$ cat src/rtl/fetch_stage_pkg.sv
// Shared fetch-stage definitions: datapath width, bubble encoding, reset PC and FSM states.
package fetch_stage_pkg;

    localparam int unsigned XLEN = 16;

    typedef logic [XLEN-1:0] word_t;

    localparam word_t NOP_INSTR = 16'h0800;
    localparam word_t RESET_PC  = 16'h0000;

    typedef enum logic [1:0] {
        ST_FETCH,
        ST_BUF,
        ST_DRAIN,
        ST_HALT
    } fetch_state_e;

endpackage

$ cat src/rtl/fetch_stage_if_id_reg.sv
// IF/ID pipeline register: load a new instruction, insert a bubble, or hold.
module if_id_reg
    import fetch_stage_pkg::*;
#(
    parameter word_t NOP = NOP_INSTR
) (
    input  logic  clk,
    input  logic  rst,
    input  logic  load_i,
    input  logic  bubble_i,
    input  word_t instr_i,
    input  word_t pc_i,
    output word_t instr_o,
    output word_t pc_o,
    output word_t pc2_o,
    output logic  valid_o
);

    word_t instr_q, pc_q, pc2_q;
    logic  valid_q;

    // A bubble keeps the PC fields so decode still sees a coherent address.
    always_ff @(posedge clk or negedge rst) begin
        if (!rst) begin
            instr_q <= NOP;
            pc_q    <= '0;
            pc2_q   <= 16'h0002;
            valid_q <= 1'b0;
        end else if (bubble_i) begin
            instr_q <= NOP;
            valid_q <= 1'b0;
        end else if (load_i) begin
            instr_q <= instr_i;
            pc_q    <= pc_i;
            pc2_q   <= pc_i + 16'h0002;
            valid_q <= 1'b1;
        end
    end

    assign instr_o = instr_q;
    assign pc_o    = pc_q;
    assign pc2_o   = pc2_q;
    assign valid_o = valid_q;

endmodule

$ cat src/rtl/fetch_stage.sv
// Instruction fetch stage: PC, one-outstanding imem request FSM, stall buffer and IF/ID register.
module fetch_stage
    import fetch_stage_pkg::*;
#(
    parameter word_t RESET_PC_P  = RESET_PC,
    parameter word_t NOP_INSTR_P = NOP_INSTR
) (
    input  logic  clk,
    input  logic  rst,
    input  logic  stall,
    input  logic  flush,
    input  word_t redirect_pc,
    input  logic  halt_dec,
    output logic  imem_req,
    output word_t imem_addr,
    input  logic  imem_ready,
    input  word_t imem_rdata,
    output word_t if_id_instr,
    output word_t if_id_pc,
    output word_t if_id_pc2,
    output logic  if_id_valid,
    output logic  halted
);

    fetch_state_e state_q, state_d;
    word_t        pc_q, pc_d;
    word_t        buf_instr_q, buf_instr_d;
    word_t        buf_pc_q, buf_pc_d;
    logic         halt_pend_q, halt_pend_d;
    logic         halted_q;

    logic  load, bubble;
    word_t ld_instr, ld_pc;
    logic  waiting;

    // A request is still in flight when it has not been answered this cycle.
    assign waiting = (state_q == ST_FETCH || state_q == ST_DRAIN) && !imem_ready;

    always_comb begin
        state_d     = state_q;
        pc_d        = pc_q;
        buf_instr_d = buf_instr_q;
        buf_pc_d    = buf_pc_q;
        halt_pend_d = halt_pend_q;
        load        = 1'b0;
        bubble      = 1'b0;
        ld_instr    = imem_rdata;
        ld_pc       = pc_q;

        if (state_q != ST_HALT && flush) begin
            bubble      = 1'b1;
            pc_d        = redirect_pc;
            buf_instr_d = '0;
            buf_pc_d    = '0;
            halt_pend_d = 1'b0;
            state_d     = waiting ? ST_DRAIN : ST_FETCH;
        end else if (state_q != ST_HALT && halt_dec) begin
            bubble      = 1'b1;
            buf_instr_d = '0;
            buf_pc_d    = '0;
            halt_pend_d = waiting;
            state_d     = waiting ? ST_DRAIN : ST_HALT;
        end else begin
            unique case (state_q)
                ST_FETCH: begin
                    if (imem_ready) begin
                        pc_d = pc_q + 16'h0002;
                        if (stall) begin
                            buf_instr_d = imem_rdata;
                            buf_pc_d    = pc_q;
                            state_d     = ST_BUF;
                        end else begin
                            load = 1'b1;
                        end
                    end else if (!stall) begin
                        bubble = 1'b1;
                    end
                end
                ST_BUF: begin
                    if (!stall) begin
                        load     = 1'b1;
                        ld_instr = buf_instr_q;
                        ld_pc    = buf_pc_q;
                        state_d  = ST_FETCH;
                    end
                end
                ST_DRAIN: begin
                    bubble = 1'b1;
                    if (imem_ready) begin
                        state_d     = halt_pend_q ? ST_HALT : ST_FETCH;
                        halt_pend_d = 1'b0;
                    end
                end
                ST_HALT: begin
                    bubble = 1'b1;
                end
                default: begin
                    state_d = ST_FETCH;
                end
            endcase
        end
    end

    always_ff @(posedge clk or negedge rst) begin
        if (!rst) begin
            state_q     <= ST_FETCH;
            pc_q        <= RESET_PC_P;
            buf_instr_q <= '0;
            buf_pc_q    <= '0;
            halt_pend_q <= 1'b0;
            halted_q    <= 1'b0;
        end else begin
            state_q     <= state_d;
            pc_q        <= pc_d;
            buf_instr_q <= buf_instr_d;
            buf_pc_q    <= buf_pc_d;
            halt_pend_q <= halt_pend_d;
            halted_q    <= (state_d == ST_HALT);
        end
    end

    assign imem_req  = rst && (state_q == ST_FETCH || state_q == ST_DRAIN);
    assign imem_addr = pc_q;
    assign halted    = halted_q;

    if_id_reg #(
        .NOP (NOP_INSTR_P)
    ) u_if_id (
        .clk      (clk),
        .rst      (rst),
        .load_i   (load),
        .bubble_i (bubble),
        .instr_i  (ld_instr),
        .pc_i     (ld_pc),
        .instr_o  (if_id_instr),
        .pc_o     (if_id_pc),
        .pc2_o    (if_id_pc2),
        .valid_o  (if_id_valid)
    );

endmodule

$ cat config.mk
export PLATFORM = sky130hd
export DESIGN_NAME = fetch_stage
export DESIGN_NICKNAME = d
export VERILOG_FILES = /design/src/rtl/fetch_stage_pkg.sv /design/src/rtl/fetch_stage_if_id_reg.sv /design/src/rtl/fetch_stage.sv
export SDC_FILE = /design/constraint.sdc
export NUM_CORES = 1
export LEC_CHECK = 0
export BUFFER_PORTS_ARGS = -buffer_cell sky130_fd_sc_hd__buf_2
export CAP_MARGIN = 25
export CORE_ASPECT_RATIO = 2
export CORE_MARGIN = 2
export CORE_UTILIZATION = 59
export CTS_CLUSTER_DIAMETER = 40
export CTS_CLUSTER_SIZE = 8
export DETAILED_ROUTE_END_ITERATION = 7
export GPL_TIMING_DRIVEN = 0
export PLACE_DENSITY = 0.9
export SLEW_MARGIN = 30
export SYNTH_ARGS = -nofsm -noshare
export SYNTH_HDL_FRONTEND = slang
export SYNTH_SLANG_ARGS = --single-unit
$ cat constraint.sdc
create_clock -name clk -period 3.6 [get_ports clk]
set_input_delay 0.54 -clock clk [delete_from_list [all_inputs] [get_ports clk]]
set_output_delay 0.54 -clock clk [all_outputs]
set_load 0.03 [all_outputs]
Word-level counts from Yosys, hierarchy flattened
Cells that the tools add are included.
{ "word_totals": {"reg_bits": 101, "output_inout_bits": 67, "word_cells": 84} }
{ "classes": {"add_sub_neg": 2, "eq_ne": 6, "n_mux": 47, "n_bitwise": 1, "reduce_logical": 18} }
{ "op_table": {"columns": ["operator", "n"], "rows": [
  ["two-way mux 16 bit", 22],
  ["adder 16 x 2 -> 16 bit (second input constant)", 2],
  ["two-way mux 2 bit", 8],
  ["two-way mux 1 bit", 14],
  ["nonzero test 3 bit", 3],
  ["== test 2 bit (second input constant)", 3],
  ["one-hot mux 2 bit (3 select lines)", 1],
  ["AND reduction 2 bit", 3],
  ["nonzero test 2 bit", 3],
  ["logical AND 1 bit", 4],
  ["inequality test 2 bit (second input constant)", 2],
  ["one-hot mux 1 bit (2 select lines)", 2],
  ["AND reduction 3 bit", 1],
  ["== test 2 x 1 -> 1 bit (second input constant)", 1],
  ["logical NOT 2 bit", 1],
  ["OR reduction 2 bit", 1],
  ["logical NOT 1 bit", 1],
  ["logical OR 1 bit", 1],
  ["inverter 1 bit", 1]
]} }

Longest topological paths before layout
Gate-level depths: netlist (run 1).
{ "logic_depth": {"word_depth": 7, "depth_mapped": 12} }

By module
From an unflattened synthesis (run 1), not the netlist that was laid out.
{ "unflattened": {"hier_cells": 498, "area_unflattened_um2": 5059.9} }
{ "modules_own_cells": {"columns": ["module", "instances", "cells_each", "area_per_inst_um2", "seq_area_each_um2"], "rows": [
  ["fetch_stage", 1, 320, 3010.4, 1301.2],
  ["if_id_reg", 1, 178, 2049.5, 1203.7]
]} }

Worst setup path after synthesis (run 1)
Ideal clock, no wire load.
{ "synth_path": {"kind": "in2reg", "startpoint": "input halt_dec", "endpoint": "register u_if_id.pc2_q[5], in the netlist u_if_id.pc2_o[5]", "t_arrival_ns": 2.491, "path_slack_ns": 0.975, "path_stages": 12, "path_cell_list": "buf_2 nor4_4 nand2_1 buf_2 mux2_2 ha_1 buf_2 nand3_1 xor2_1 nor2_1 a21oi_1 o21ai_0"} }
{ "synth_via": {"elab_cells_between_ends": 10, "classes_between": "1 x add/sub; 6 x mux; 1 x bitwise; 2 x reduce/logical"} }
{ "synth_lines": {"columns": ["element", "line_no", "source"], "rows": [
  ["start, declared", "fetch_stage.sv:13", "input logic halt_dec,"],
  ["logical AND 1 bit", "fetch_stage.sv:57", "end else if (state_q != ST_HALT && halt_dec) begin"],
  ["two-way mux 16 bit", "fetch_stage.sv:57", null],
  ["two-way mux 16 bit", "fetch_stage.sv:50", "if (state_q != ST_HALT && flush) begin"],
  ["named net ld_pc[2]", "fetch_stage.sv:33", "word_t ld_instr, ld_pc;"],
  ["adder 16 x 2 -> 16 bit", "fetch_stage_if_id_reg.sv:35", "pc2_q <= pc_i + 16'h0002;"],
  ["end signal, assigned", "fetch_stage_if_id_reg.sv:35", null],
  ["end, declared", "fetch_stage_if_id_reg.sv:19", "word_t instr_q, pc_q, pc2_q;"]
]} }
The timed path passes the listed nets, and every way through them passes these cells.
A chain may end at the register's enable or synchronous reset.

Worst setup path in the final report (run 1)
{ "layout_path": {"startpoint": "register state_q[0]", "endpoint": "register u_if_id.pc2_q[5], in the netlist u_if_id.pc2_o[5]"} }
{ "layout_via": {"elab_cells_between_ends": 20, "classes_between": "1 x add/sub; 4 x eq/ne; 9 x mux; 1 x bitwise; 5 x reduce/logical"} }
{ "layout_lines": {"columns": ["element", "line_no", "source"], "rows": [
  ["start, declared", "fetch_stage.sv:25", "fetch_state_e state_q, state_d;"],
  ["start signal, assigned", "fetch_stage.sv:113", "state_q <= state_d;"],
  ["== test 2 x 1 -> 1 bit / inequality test 2 bit (equally long branches)", "fetch_stage.sv:64, fetch_stage.sv:50, fetch_stage.sv:57", null],
  ["two-way mux 16 bit / logical AND 1 bit (equally long branches)", "fetch_stage.sv:64, fetch_stage.sv:57", null],
  ["two-way mux 16 bit", "fetch_stage.sv:57", null],
  ["two-way mux 16 bit (*)", "fetch_stage.sv:50", null],
  ["named net ld_pc[2]", "fetch_stage.sv:33", null],
  ["adder 16 x 2 -> 16 bit (*)", "fetch_stage_if_id_reg.sv:35", null]
]} }
The timed path passes the listed nets; every way through them passes the cells marked *.

==> results of run 1 <==
==> Yosys cell counts, types with 2 or more instances <==
cell type / instances / area, um^2
xnor2_1: 14 / 122.6
nand3_1: 16 / 80.08
o31ai_1: 2 / 15.01
a211oi_1: 4 / 30.03
nand2b_1: 2 / 12.51
nand4_1: 11 / 68.82
and4_1: 2 / 17.52
inv_1: 6 / 22.52
o21a_1: 3 / 22.52
buf_4: 2 / 15.01
a31oi_1: 7 / 43.79
nor2_1: 20 / 75.07
xor2_1: 15 / 131.4
o21ai_0: 47 / 235.2
or2_2: 4 / 25.02
ha_1: 2 / 25.02
nand2_1: 125 / 469.2
nor2b_1: 3 / 18.77
buf_2: 5 / 25.02
a21oi_1: 29 / 145.1
nor4_1: 2 / 12.51
nor3_1: 7 / 35.03
and3_1: 5 / 31.28
a21boi_0: 2 / 15.01
mux2i_1: 30 / 300.3
or4_1: 3 / 22.52
clkbuf_1: 32 / 120.1
nor4_4: 2 / 42.54
a22o_1: 11 / 96.34
o21ai_1: 7 / 35.03
dfrtp_1: 98 / 2452
dfstp_2: 2 / 52.55
mux2_2: 3 / 33.78
==> per-stage QoR <==
stage	worst slack, ps	util [%]	hold WS, ps	area [um^2]	power [mW]
final	758.8	71.93	80.72	5922	4.476
after detailed placement	502.1	68.48	462.5	5638	3.543
after CTS	777.5	71.93	89.97	5922	4.481
after floorplan	975.1	-	244.4	4966	2.924
after global routing	603.7	71.93	98.00	5922	4.717
after global placement	472.6	68.07	449.2	5604	3.482
==> registers in the layout (all words and copies together), names as in the netlist <==
name             flops
buf_instr_q         16
buf_pc_q            16
halt_pend_q          1
halted               1
imem_addr           16
state_q              2
u_if_id.instr_o     16
u_if_id.pc2_o       16
u_if_id.pc_o        15
u_if_id.valid_o      1
==> cells by family (layout without fill, tap and decap cells) <==
logic type	Yosys count	in the layout	share of synthesized area, %
and+or+nand+nor	208	208	19.85
muxes	33	33	6.727
xor gates and xnor gates	29	29	5.115
DFF	100	100	50.44
adders and majority gates	2	2	0.5038
AOI/OAI and AO/OA	115	115	13.38
buffers and inverters	47	166	3.981
==> power breakdown <==
| group | leakage (nW) | internal [mW] | switching, mW |
|---|---|---|---|
| registers | 1.31 | 1.42 | 0.241 |
| clock network | 0.136 | 0.535 | 0.401 |
| logic | 1.28 | 0.550 | 1.33 |
| total | 2.73 | 2.50 | 1.97 |
==> layout by cell type, fill, tap and decap left out, types with 6 or more instances in the layout <==
master	instances
a21oi_1	29
a22o_1	11
a31oi_1	7
buf_2	107
clkbuf_1	34
clkbuf_16	9
dfrtp_1	98
inv_1	6
mux2i_1	30
nand2_1	125
nand3_1	16
nand4_1	11
nor2_1	20
nor3_1	7
o21ai_0	47
o21ai_1	7
xnor2_1	14
xor2_1	15
==> per-layer routing <==
metal	track usage, %	up-vias	routed length (um)
li1	-	2056	-
met1	35.02	2073	4849
met2	52.94	154	7156
met3	4.899	37	595
met4	13.18	0	458
met5	0	-	0
==> worst paths after layout <==
check | from | to | slack (ps) | depth (start not counted)
worst max-delay path | state_q[0] | u_if_id.pc2_o[5] | 760 | 11
worst min-delay path | rst | buf_pc_q[13] | 80 | 1
worst max register to register | state_q[0] | u_if_id.pc2_o[5] | 760 | 11
worst min register to register | u_if_id.instr_o[5] | u_if_id.instr_o[5] | 480 | 2
max in group asynchronous | rst | u_if_id.pc2_o[1] | 2840 | 2
min in group clk | redirect_pc[2] | imem_addr[2] | 390 | 3
==> final cells by class <==
class | count | area, um^2 | area share, %
Inverter | 6 | 22.52 | 0.3803
Tap cell | 98 | 122.6 | 2.071
Timing Repair Buffer | 104 | 549.3 | 9.275
Buffer | 41 | 175.2 | 2.958
Sequential cell | 100 | 2505 | 42.30
Clock buffer | 11 | 232.7 | 3.930
Multi-Input combinational cell | 387 | 2263 | 38.22
Clock inverter | 4 | 51.30 | 0.8663
==> impl_metrics.py, run 1 <==
metrics = {
    "status": {
        "status": "finished clean",
    },
    "clock_network": {
        "numCtsBuffers": 9,
        "clk_pin_slew_worst_paths_ps": 70,
        "insertion_delay_ps": 350,
        "cts-resized-gates": 0,
        "root_buffer": "clkbuf_16",
        "clockBufferDepth": 2,
        "cts_setup_buffers": 0,
        "cts_tree": "done",
        "cts.sinks": 100,
        "ctsHoldBuffers": 0,
        "cts_max_level": 3,
    },
    "drt": {
        "first_iter_violations": 389,
        "drc": 0,
        "routedWlPerCell_um": 17.39,
        "first_pass_iters": 5,
        "vias_per_cell": 5.752,
        "routed_wl_mm": 13.06,
        "vias": 4320,
        "ant_nets": 0,
    },
    "sta": {
        "layout_min_cycle_time_ps": 2841,
        "fin_crit_sh_pct": 78.92,
        "slew_headroom_pct": 35.46,
        "setup_viol": 0,
        "clock_skew_ps": 5.832,
        "max_freq_ghz": 0.3520,
        "setup_tns_ps": 0,
        "hold_violations": 0,
        "rsz0062_at_grt": "false",
        "slew_violations": 0,
        "worst_slew_pin_slew_ps": 959.5,
    },
    "placement": {
        "place_inst": 736,
        "place_hpwl_mm": 9.907,
        "port_buffers": 103,
        "gp_congestion": 0.9239,
    },
    "finish": {
        "nets": 689,
        "fin_cells": 751,
        "n_antenna_cell": 0,
        "area_growth_pct": 19.25,
        "post_route_cells_drive_above_1_share_pct": 21.44,
        "n_fill_cell": 646,
    },
    "grt": {
        "grt_pass1_vias": 4226,
        "grt_start_max_net_pins": 66,
        "grt_pass1_wl_mm": 20.83,
        "grt.total_usage_pct": 30.31,
        "antenna_found_initial": 0,
        "grt_overflow": 0,
    },
    "synth": {
        "ys.flop_type": "dfrtp_1",
        "synth_async_sr_flop_share_pct": 100.0,
        "syn_inst": 534,
        "synth_seq_cells": 100,
        "yosysUniqueCellTypes": 44,
        "synthesis.area_mm2": 0.004966,
        "yosysWarnings": 0,
        "synthesis.nets": 574,
        "synth_seq_area_share_pct": 50.44,
        "synth.avg_cell_area_um2": 9.300,
        "synth-edff-count": 0,
    },
    "worst_setup_path": {
        "setup.worst_path.start_class": "flop",
        "worstSetupEndpointType": "flop",
        "crit_fanout": 10,
        "crit_top_cell": "buf_2",
        "worstPathRequired_ps": 3810,
        "path_cells": "clkbuf_1, nand2_1, buf_2, mux2_2, ha_1, buf_2, nand3_1, xor2_1, nor2_1, a21oi_1, o21ai_0",
        "crit_slowest_cell": "dfrtp_1",
        "slowest_delay_ps": 460,
        "crit_buf_inv": 3,
        "critical_path.top_delay_family": "buffers and inverters",
        "critPathArrivalTime_ps": 3050,
        "critPathKind": "flop to flop",
    },
    "power": {
        "p_leak_nw": 2.731,
        "power.density_mw_per_mm2": 755.8,
        "irDropWorstVdd_mv": 0.4552,
    },
    "floorplan": {
        "dieWidth_um": 68.87,
        "rows": 47,
        "die-area_mm2": 0.009211,
        "die_h_um": 133.7,
        "core_area_mm2": 0.008233,
        "ios": 105,
        "start_util_pct": 60.32,
    },
    "job": {
        "drv_cap": 0,
    },
    "worst_hold_path": {
        "hold_class": "input pin to asynchronous set/reset pin",
    },
}
Power figures use the tool's default switching activity.
==> inputs of run 2 (changes only) <==
--- a/config.mk
+++ b/config.mk
@@ -9,12 +9,12 @@
 export CAP_MARGIN = 25
 export CORE_ASPECT_RATIO = 2
 export CORE_MARGIN = 2
-export CORE_UTILIZATION = 59
+export CORE_UTILIZATION = 55
 export CTS_CLUSTER_DIAMETER = 40
 export CTS_CLUSTER_SIZE = 8
 export DETAILED_ROUTE_END_ITERATION = 7
 export GPL_TIMING_DRIVEN = 0
-export PLACE_DENSITY = 0.9
+export PLACE_DENSITY = 0.85
 export SLEW_MARGIN = 30
 export SYNTH_ARGS = -nofsm -noshare
 export SYNTH_HDL_FRONTEND = slang
==> constraint.sdc (replaced) <==
create_clock -name clk -period 2.9 [get_ports clk]
set_input_delay 0.435 -clock clk [delete_from_list [all_inputs] [get_ports clk]]
set_output_delay 0.435 -clock clk [all_outputs]
set_load 0.03 [all_outputs]
==> impl_metrics.py, run 2 (synthesized netlist as in run 1, its figures left out) <==
metrics = {
    "power": {
        "power_frac_comb_pct": 42.2,
        "total_power_mw": 5.543,
        "irDropWorstVdd_mv": 0.5167,
        "p_leak_nw": 2.743,
        "p_int_mw": 3.077,
        "power.density_mw_per_mm2": 934.2,
        "power_switching_mw": 2.466,
        "swShare_pct": 44.49,
        "pwr-share-clk_pct": 20.5,
        "pwr-share-seq_pct": 37.3,
    },
    "sta": {
        "layout_min_cycle_time_ps": 2727,
        "fin_crit_sh_pct": 94.03,
        "slew_violations": 0,
        "slew_headroom_pct": 41.06,
        "rsz0062_at_grt": "false",
        "setup_viol": 0,
        "worst_slew_pin_slew_ps": 876.2,
        "hold_ws_ps": 295.4,
        "clock_skew_ps": 9.176,
        "setup_tns_ps": 0,
        "max_freq_ghz": 0.3667,
        "hold_violations": 0,
        "fin_ws_ps": 173.1,
    },
    "floorplan": {
        "rows": 49,
        "die_h_um": 138.4,
        "start_util_pct": 55.86,
        "ios": 105,
        "die-area_mm2": 0.009851,
        "dieWidth_um": 71.19,
        "core_area_mm2": 0.008890,
    },
    "worst_setup_path": {
        "r2r_cells": 11,
        "timing.reg2reg.setup_slack_ps": 170,
        "crit_fanout": 10,
        "critPathKind": "flop to flop",
        "worstSetupEndpointType": "flop",
        "critPathArrivalTime_ps": 2990,
        "setup.worst_path.start_class": "flop",
        "r2r-end": "u_if_id.pc2_o[9]",
        "r2r-start": "state_q[1]",
        "worstPathRequired_ps": 3160,
    },
    "clock_network": {
        "cts_tree": "done",
        "root_buffer": "clkbuf_16",
        "numCtsBuffers": 9,
        "cts_max_level": 3,
        "cts.sinks": 100,
        "clockBufferDepth": 2,
        "insertion_delay_ps": 340,
        "clk_pin_slew_worst_paths_ps": 70,
    },
    "worst_hold_path": {
        "holdPathStages": 3,
        "hold_class": "input pin to flop",
        "min_from": "redirect_pc[5]",
        "min_to": "imem_addr[5]",
    },
    "grt": {
        "grt_start_max_net_pins": 73,
        "grt_pass1_wl_mm": 22.02,
        "grt_overflow": 0,
        "grt.total_usage_pct": 28.52,
        "antenna_found_initial": 0,
        "grt_pass1_vias": 4408,
    },
    "drt": {
        "drc": 0,
        "vias": 4381,
        "ant_nets": 0,
        "first_pass_iters": 4,
        "routed_wl_mm": 13.33,
        "first_iter_violations": 353,
        "vias_per_cell": 5.787,
        "routedWlPerCell_um": 17.61,
    },
    "finish": {
        "nets": 690,
        "final_cell_mix": "nand2_1 (125), buf_2 (107), dfrtp_1 (98)",
        "fin_cells": 757,
        "final_util_pct": 66.74,
        "finalInstanceArea_mm2": 0.005933,
        "post_route_cells_drive_above_1_share_pct": 21.68,
        "n_antenna_cell": 0,
        "n_fill_cell": 721,
        "area_growth_pct": 19.48,
        "final_common_cell": "nand2_1",
    },
    "placement": {
        "gp_congestion": 0.9806,
        "postPlaceCellArea_mm2": 0.005643,
        "port_buffers": 103,
        "place_hpwl_mm": 10.05,
        "place_inst": 740,
        "pre_cts_ws_ps": -42.73,
    },
    "job": {
        "drv_cap": 0,
    },
    "status": {
        "status": "finished clean",
    },
}
run 2: routing by layer:
layer	global-route usage [%]	wire (um)	vias up
li1	-	-	2066
met2	50.10	7389	161
met4	15.79	439	0
met3	4.009	633	30
met5	0	0	-
met1	32.18	4870	2124
run 2: area by class of cell:
type	count	area, um^2	area share, %
buffer	41	176.4	2.973
clock buffer	13	260.3	4.386
clock inverter	3	18.77	0.3163
inverter	6	22.52	0.3796
multi-input combinational	387	2263	38.15
sequential	100	2505	42.22
tap	102	127.6	2.151
timing repair buffer	105	559.3	9.426
run 2: worst max path at each step:
stage                          start               end  slack [ps]
final                     state_q[1]  u_if_id.pc2_o[9]         170
after CTS                 state_q[0]  u_if_id.pc2_o[5]         130
after detailed placement       flush  u_if_id.pc2_o[5]         -40
after global placement           rst          imem_req         -40
after floorplan             halt_dec  u_if_id.pc2_o[5]         380
after global routing      state_q[1]  u_if_id.pc2_o[9]          10
run 2: power by group through the flow:
stage | logic, mW | clock network [mW] | registers (mW)
after detailed placement | 2.32 | 0 | 2.08
after global routing | 2.53 | 1.21 | 2.11
after CTS | 2.34 | 1.15 | 2.06
final | 2.34 | 1.14 | 2.07
after floorplan | 0.969 | 0 | 2.66
after global placement | 2.26 | 0 | 2.06
run 2: what timing repair did:
item / in CTS / in global routing
setup endpoints to repair: 0 / 2
hold endpoints to repair: 28 / 0
resized for setup: 0 / 2
buffers inserted: 0 / 0
hold buffers: 1 / 0
run 2: critical path, cell delays in order (launching register included):
cell     delay, ps
dfrtp_1        480
nor4_4         320
nand2_1        280
buf_2          290
mux2_2         280
ha_1           150
buf_2          230
nand3_1        110
nor2_1         120
xor2_1         150
mux2i_1         80
o21ai_0        160
==> inputs of run 3 (changes only) <==
--- a/config.mk
+++ b/config.mk
@@ -14,7 +14,7 @@
 export CTS_CLUSTER_SIZE = 8
 export DETAILED_ROUTE_END_ITERATION = 7
 export GPL_TIMING_DRIVEN = 0
-export PLACE_DENSITY = 0.85
+export PLACE_DENSITY_LB_ADDON = 0.3
 export SLEW_MARGIN = 30
 export SYNTH_ARGS = -nofsm -noshare
 export SYNTH_HDL_FRONTEND = slang
==> impl_metrics.py, run 3 (synthesized netlist as in run 1, its figures left out) <==
metrics = {
    "worst_setup_path": {
        "worstPathRequired_ps": 3110,
        "path_cells": "nor4_4, nand2_2, buf_2, mux2_2, ha_1, buf_2, nand3_1, xor2_1, nor2_1, a21oi_1, o21ai_0",
        "critPathKind": "flop to flop",
        "slowest_delay_ps": 480,
        "setup.worst_path.start_class": "flop",
        "crit_fanout": 10,
        "critPathArrivalTime_ps": 2900,
        "crit_top_cell": "buf_2",
        "worstSetupEndpointType": "flop",
        "crit_slowest_cell": "dfrtp_1",
    },
    "finish": {
        "post_route_cells_drive_above_1_share_pct": 21.98,
        "finalInstanceArea_mm2": 0.005949,
        "final_cell_mix": "nand2_1 (124), buf_2 (107), dfrtp_1 (98)",
        "nets": 690,
        "n_fill_cell": 735,
        "n_antenna_cell": 0,
        "area_growth_pct": 19.80,
        "final_common_cell": "nand2_1",
        "final_util_pct": 66.92,
    },
    "grt": {
        "antenna_found_initial": 0,
        "grt_start_max_net_pins": 76,
        "grt_pass1_wl_mm": 21.87,
        "grt_pass1_vias": 4408,
        "grt.total_usage_pct": 28.64,
        "grt_overflow": 0,
    },
    "clock_network": {
        "root_buffer": "clkbuf_16",
        "cts_setup_buffers": 0,
        "insertion_delay_ps": 340,
        "cts.sinks": 100,
        "cts_max_level": 3,
        "cts_tree": "done",
        "clk_pin_slew_worst_paths_ps": 70,
        "clockBufferDepth": 2,
        "numCtsBuffers": 9,
    },
    "sta": {
        "fin_crit_sh_pct": 92.48,
        "worst_slew_pin_slew_ps": 904.2,
        "clock_skew_ps": 5.284,
        "setup_viol": 0,
        "layout_min_cycle_time_ps": 2682,
        "hold_violations": 0,
        "slew_headroom_pct": 39.21,
        "rsz0062_at_grt": "false",
        "max_freq_ghz": 0.3729,
        "slew_violations": 0,
    },
    "power": {
        "irDropWorstVdd_mv": 0.6413,
        "power.density_mw_per_mm2": 939.7,
        "p_leak_nw": 2.743,
    },
    "job": {
        "drv_cap": 0,
    },
    "status": {
        "status": "finished clean",
    },
    "drt": {
        "routed_wl_mm": 13.57,
        "first_pass_iters": 5,
        "wl_met3_um": 741,
        "first_iter_violations": 269,
        "dr.max_layer_used": "met4",
        "vias": 4297,
        "routedWlPerCell_um": 17.92,
        "vias_per_cell": 5.676,
        "drc": 0,
        "dr_wl_met2_mm": 7.464,
        "m1WireLength_mm": 4.756,
        "ant_nets": 0,
    },
    "floorplan": {
        "ios": 105,
        "start_util_pct": 55.86,
        "dieWidth_um": 71.19,
        "die-area_mm2": 0.009851,
        "die_h_um": 138.4,
        "core_area_mm2": 0.008890,
        "rows": 49,
    },
    "placement": {
        "gp_congestion": 0.8464,
        "place_hpwl_mm": 10.19,
        "port_buffers": 103,
        "postPlaceCellArea_mm2": 0.005643,
    },
    "worst_hold_path": {
        "hold_class": "input pin to flop",
    },
}
-- run 3: final timing paths --
kind	from	to	slack (ps)	cells past startpoint
hold reg to reg	u_if_id.pc2_o[1]	u_if_id.pc2_o[1]	470	2
max in group asynchronous	rst	u_if_id.pc2_o[1]	1700	3
setup / recovery	state_q[1]	u_if_id.pc2_o[5]	220	11
hold / removal	redirect_pc[14]	imem_addr[14]	290	3
min in group asynchronous	rst	u_if_id.pc2_o[15]	520	2
setup reg to reg	state_q[1]	u_if_id.pc2_o[5]	220	11
-- run 3: stage by stage --
stage | TNS, ps | cells | setup WS (ps) | total power [mW] | hold slack [ps]
6_report | 0 | 757 | 218.1 | 5.591 | 289.1
5_1_grt | 0 | 757 | 31.70 | 5.882 | 298.5
4_1_cts | 0 | 757 | 96.54 | 5.603 | 287.2
3_5_place_dp | -402.7 | 740 | -151.0 | 4.408 | 319.1
3_3_place_gp | -478.0 | 739 | -139.3 | 4.345 | 454.8
2_1_floorplan | 0 | 534 | 380.1 | 3.630 | 139.4
-- run 3: what timing repair did --
action                                  CTS  global route
cloned                                    0             0
pin swaps                                 0             0
endpoints found under the hold margin    25             0
gates resized for setup                   1             1
endpoints found under the setup margin    2             2
hold buffers                              1             0
-- run 3: final cells by class --
class | instances | area [um^2] | area share, %
buffer | 41 | 176.4 | 2.965
clock buffer | 10 | 229.0 | 3.849
clock inverter | 6 | 63.81 | 1.073
inverter | 6 | 22.52 | 0.3785
multi-input combinational | 387 | 2266 | 38.09
sequential | 100 | 2505 | 42.10
tap | 102 | 127.6 | 2.145
timing repair buffer | 105 | 559.3 | 9.401
-- run 3: where the power goes --
part | internal (mW) | switching [mW]
clock network | 0.669 | 0.519
logic | 0.685 | 1.66
registers | 1.76 | 0.297
-- run 3: routing by layer --
| metal | vias to the layer above | global-route usage [%] |
|---|---|---|
| met3 | 42 | 5.466 |
| li1 | 2066 | - |
| met5 | - | 0 |
| met2 | 154 | 50.73 |
| met4 | 0 | 14.80 |
| met1 | 2035 | 31.46 |
-- run 3: worst max-delay path: cells and delay by family, from the launching register on --
kind	cells	cell delay (ps)
AND/OR/NAND/NOR	4	750
flip-flops	1	480
buffers and inverters	2	470
multiplexers	1	320
AO/OA/AOI/OAI	2	190
adder cells (fa/ha/maj)	1	180
XOR/XNOR	1	160
